$ cat src/rtl/mem_port_arbiter.sv
// mem_port_arbiter: shares one single-ported multi-cycle memory between instruction fetch and data load/store
// Ports:
//   clk, reset (async, active-low)
//   if_req/if_addr in, if_rdata/if_ready out        fetch port, one-cycle ready pulse
//   d_rd/d_wr/d_addr/d_wdata in, d_rdata/d_ready out load/store port, one-cycle ready pulse
//   mem_en/mem_we/mem_addr/mem_wdata out, mem_rdata in  memory side, rdata valid in last busy cycle
//   err out                                          sticky: load and store requested together at grant
module mem_port_arbiter #(
    parameter int MEM_LAT    = 2,
    parameter int STARVE_MAX = 3,
    parameter int AW         = 32,
    parameter int DW         = 32
) (
    input  logic          clk,
    input  logic          reset,
    input  logic          if_req,
    input  logic [AW-1:0] if_addr,
    output logic [DW-1:0] if_rdata,
    output logic          if_ready,
    input  logic          d_rd,
    input  logic          d_wr,
    input  logic [AW-1:0] d_addr,
    input  logic [DW-1:0] d_wdata,
    output logic [DW-1:0] d_rdata,
    output logic          d_ready,
    output logic          mem_en,
    output logic          mem_we,
    output logic [AW-1:0] mem_addr,
    output logic [DW-1:0] mem_wdata,
    input  logic [DW-1:0] mem_rdata,
    output logic          err
);
    localparam int CW = MEM_LAT > 1 ? $clog2(MEM_LAT) : 1;
    localparam int SW = STARVE_MAX > 0 ? $clog2(STARVE_MAX + 1) : 1;
    localparam logic [CW-1:0] LAT_M1 = CW'(MEM_LAT - 1);
    localparam logic [SW-1:0] SMAX   = SW'(STARVE_MAX);

    typedef enum logic [2:0] {IDLE, BUSY_I, BUSY_D, RESP_I, RESP_D} state_t;

    state_t        state, state_n;
    logic [CW-1:0] cnt;
    logic [SW-1:0] streak;
    logic          wr;
    logic          d_req, fetch_win, grant_i, grant_d, last;

    // Fetch wins when it is alone, or when data has already won STARVE_MAX ties in a row.
    always_comb begin
        d_req     = d_rd | d_wr;
        fetch_win = if_req && (!d_req || (STARVE_MAX != 0 && streak == SMAX));
        grant_i   = state == IDLE && fetch_win;
        grant_d   = state == IDLE && d_req && !fetch_win;
        last      = cnt == '0;
        state_n   = state;
        case (state)
            IDLE:    state_n = grant_i ? BUSY_I : grant_d ? BUSY_D : IDLE;
            BUSY_I:  state_n = last ? RESP_I : BUSY_I;
            BUSY_D:  state_n = last ? RESP_D : BUSY_D;
            default: state_n = IDLE;
        endcase
    end

    assign mem_en   = state == BUSY_I || state == BUSY_D;
    assign mem_we   = state == BUSY_D && wr;
    assign if_ready = state == RESP_I;
    assign d_ready  = state == RESP_D;

    always_ff @(posedge clk or negedge reset) begin
        if (!reset) begin
            state     <= IDLE;
            cnt       <= '0;
            streak    <= '0;
            wr        <= 1'b0;
            err       <= 1'b0;
            mem_addr  <= '0;
            mem_wdata <= '0;
            if_rdata  <= '0;
            d_rdata   <= '0;
        end else begin
            state <= state_n;
            if (grant_i || grant_d) begin
                cnt       <= LAT_M1;
                mem_addr  <= grant_i ? if_addr : d_addr;
                mem_wdata <= grant_d ? d_wdata : mem_wdata;
                wr        <= grant_d && d_wr;
            end else if (mem_en && !last) begin
                cnt <= cnt - 1'b1;
            end
            // Streak only counts data wins that actually held fetch off.
            if (grant_i)
                streak <= '0;
            else if (grant_d && if_req && STARVE_MAX != 0)
                streak <= streak + 1'b1;
            if (grant_d && d_rd && d_wr)
                err <= 1'b1;
            if (state == BUSY_I && last)
                if_rdata <= mem_rdata;
            if (state == BUSY_D && last && !wr)
                d_rdata <= mem_rdata;
        end
    end
endmodule
$ cat config.mk
export PLATFORM = sky130hd
export DESIGN_NAME = mem_port_arbiter
export DESIGN_NICKNAME = d
export VERILOG_FILES = /design/src/rtl/mem_port_arbiter.sv
export SDC_FILE = /design/constraint.sdc
export NUM_CORES = 1
export LEC_CHECK = 0
export BUFFER_PORTS_ARGS = -buffer_cell sky130_fd_sc_hd__buf_2
export CAP_MARGIN = 20
export CORE_MARGIN = 10
export CORE_UTILIZATION = 46
export DETAILED_ROUTE_END_ITERATION = 6
export GPL_ROUTABILITY_DRIVEN = 0
export PLACE_DENSITY = 0.79
export SLEW_MARGIN = 0
export SYNTH_ARGS = -nofsm -noshare
export SYNTH_HDL_FRONTEND = slang
export SYNTH_SLANG_ARGS = --single-unit
$ cat constraint.sdc
create_clock -name clk -period 2.2 [get_ports clk]
set_clock_uncertainty 0.05 [all_clocks]
set_input_delay 0.33 -clock clk [delete_from_list [all_inputs] [get_ports clk]]
set_output_delay 0.33 -clock clk [all_outputs]
set_load 0.02 [all_outputs]
==> results.md <==
* Grt ovf at 0
* Max-cap violation count at 0
* Fin crit share at between 80 and 90%
* Antenna violations before repair at 0
* PortBufs at approximately 270
* Min Tclk post-route at 1.93 ns
* Placed cell area at approximately 7100 sq um
* Max Clk Rate at roughly 0.52 GHz
* Syn Nets at approximately 570
* CTS tree: yes
* # clock sinks at around 140
* Flops & latches, synth at roughly 140
* Routed WL at around 17000 um
* Antenna diodes at 0
* Measured slew at the worst slew-check pin at about 0.4 ns
* Post-CTS Setup Bufs at 0
* Hold Buf Count CTS at 1
* Die area at between 15000 and 20000 sq um
* Synthesized cell area at around 5600 sq um
* PnR worst setup slack at between 0.2 and 0.3 ns
* Placed Cells incl. Taps at slightly above 800
* Slew headroom at 72.8%
* R2R Path Start: streak[0]$_DFFE_PN0P_
* Maximum vdd drop at between 0.001 and 0.0015 V
* Vias in the first global route at roughly 5000
* DR iter-0 viols at about 260
* Tot GR Track Use at 19.3%
* Std-Cell Rows at 40
* Root buf cell: clkbuf_16
* Fin. Hold Viols at 0
* Final setup fails at 0
* First-pass GRT wire length at 25600 um
* Leak at roughly 3.7 nW
* Initial Utilization at between 40 and 50%
* PD cells at around 1700 nW/um^2
* Worst-path clk slew at roughly 0.060 ns
* R2R Path End: mem_addr[13]$_DFFE_PN0P_
* Final HPWL DP at 12400 um
* Post-synth EDFFs at 0
* Ys async rst share at 100%
* RSZ-0062 raised after global routing: no
* Syn_area_per_cell at 12.8 sq um
* Largest net degree at the start of global routing at 80
* Max Slew Vio Count at 0
* Hold Path End: mem_wdata[2]$_DFFE_PN0P_
* CTS Buf Count at 17
* Worst slack, placed at roughly 0.20 ns
* Largest fanout on the critical path at 7
* Residual DRC at 0
* Final Non-Filler Cells at about 860
* Fraction of layout cells with a size suffix above 1 at 57.2%
* Routed wire per std cell at slightly below 20 um
* Skew-Pair Late Insertion Delay at between 0.4 and 0.5 ns
* Status: complete, no violations
* Hold path startpoint: d_wdata[2]
* Drt pass-1 iters at 4
* H-tree depth at 4
* Die width at about 130 um
* Sequential share of the synthesized area at between 60% and 70%
* R2R Setup Slk at 0.33 ns
* Worst hold stages at 2
* Critical Path Start Type: flip-flop
* Crit end category: primary output
* Setup TNS at 0 ns
* Filler cells at between 900 and 1000
* P&R area growth vs syn at 37.7%
* Worst EP arrival at 1.55 ns
* FF-to-FF path depth at 5
* Critical path type: flip-flop to primary output
* Vias at 4599
* HP Class: primary input to flip-flop
* Final nets at approximately 830
* Ys Warns at 0
* Core area at about 12000 sq um
* Vias per cell at around 5.4
* Finished Cell Area at between 7000 and 8000 sq um
* Cells resized by post-CTS repair at 0
* Core Util, Final at between 60% and 70%
* DIE HEIGHT at between 100 and 150 um
* Distinct cells, synth at 32
* Antenna-violating nets left at 0
* CTS max path bufs at 2
* Mapped Cells at 438
* Main synth FF type: dfrtp_1
* # IOs at roughly 270
* Req. time, crit path at 1.82 ns
==> kinds of logic after synthesis <==
kind of cell,share of synthesized area [%]
simple gates,8.12
mux,19.2
flops,60.5
compound gates,7.95
fa+ha+maj,0.223
buf+inv,3.78
xor+xnor,0.156
==> metrics by stage <==
step	hold slack, ns	total power [mW]
after floorplan	-0.0156	8.39
after global placement	0.175	10.3
after detailed placement	0.183	10.6
after CTS	0.0814	13.6
after global routing	0.0843	14.3
final	0.0980	13.4
==> routing by layer <==
layer  share of wire [%]  track usage, %  vias up
li1                    -               -     2118
met1                  38            21.7     2209
met2                  50            32.7      243
met3                  10            7.01       29
met4                 2.0            7.65        0
met5                   0               0        -
==> worst max-delay path: stages (launching register included) <==
cell and delay [ns]:
dfrtp_1 0.46, inv_1 0.09, nor4b_1 0.34, buf_2 0.25
==> cells in the mapped netlist (2+ instances only) <==
master	count	area share [%]
mux2_1	7	1.4
nor2_1	3	0.20
o21ai_0	38	3.4
nor2b_1	2	0.22
clkbuf_1	21	1.4
buf_6	6	1.2
dfrtp_1	136	61
inv_1	2	0.13
a21oi_1	2	0.18
a31oi_1	32	3.6
nor3_1	34	3.0
nand2_1	5	0.33
mux2_2	89	18
buf_2	11	0.98
nand3_1	33	2.9
==> layout make-up <==
class	instances	area [sq um]	share of cell area [%]
flip-flops and latches	136	3400	44.0
multi-input cells	261	2030	26.3
repair buffers	281	1500	19.4
clock buffers	20	467	6.03
well taps	147	184	2.38
clock inverters	11	146	1.89
inverters	2	7.51	0.0970
==> how the worst max path moves through the flow <==
| stage | startpoint | end | slack, ns | cells after the start |
|---|---|---|---|---|
| 3_3_place_gp | d_wr | mem_addr[22]$_DFFE_PN0P_ | 0.32 | 4 |
| 5_1_grt | state[1]$_DFF_PN0_ | mem_we | 0.12 | 3 |
| 2_1_floorplan | state[2]$_DFF_PN0_ | mem_addr[10]$_DFFE_PN0P_ | 0.34 | 7 |
| 3_5_place_dp | d_wr | mem_addr[13]$_DFFE_PN0P_ | 0.20 | 4 |
| 4_1_cts | state[1]$_DFF_PN0_ | mem_we | 0.26 | 3 |
| 6_report | state[1]$_DFF_PN0_ | mem_we | 0.27 | 3 |
==> flip-flops by register name, summed over array words and instances, names as in the netlist <==
signal	count
mem_addr	32
state	3
cnt	1
if_rdata	32
mem_wdata	32
err	1
wr	1
d_rdata	32
streak	2
==> placed cells by master (no fill, tap or decap), types with 2 or more instances in the layout <==
cell          n
a21oi_1       2
buf_2       264
nand3_1      33
clkbuf_8      3
nand2_1       5
buf_12        3
nor2_1        3
bufinv_16     3
o21ai_0      38
clkinvlp_4    2
dfrtp_1     136
inv_1         2
buf_4        11
clkinv_4      2
clkbuf_16    17
nor3_1       33
a31oi_1      32
mux2_1        7
clkinv_2      3
mux2_2       89
==> power by group <==
group	total [mW]	internal [mW]	switching (mW)
combinational	6.09	2.42	3.67
sequential	4.43	3.76	0.672
clock	2.91	1.87	1.04
Power figures use the tool's default switching activity.
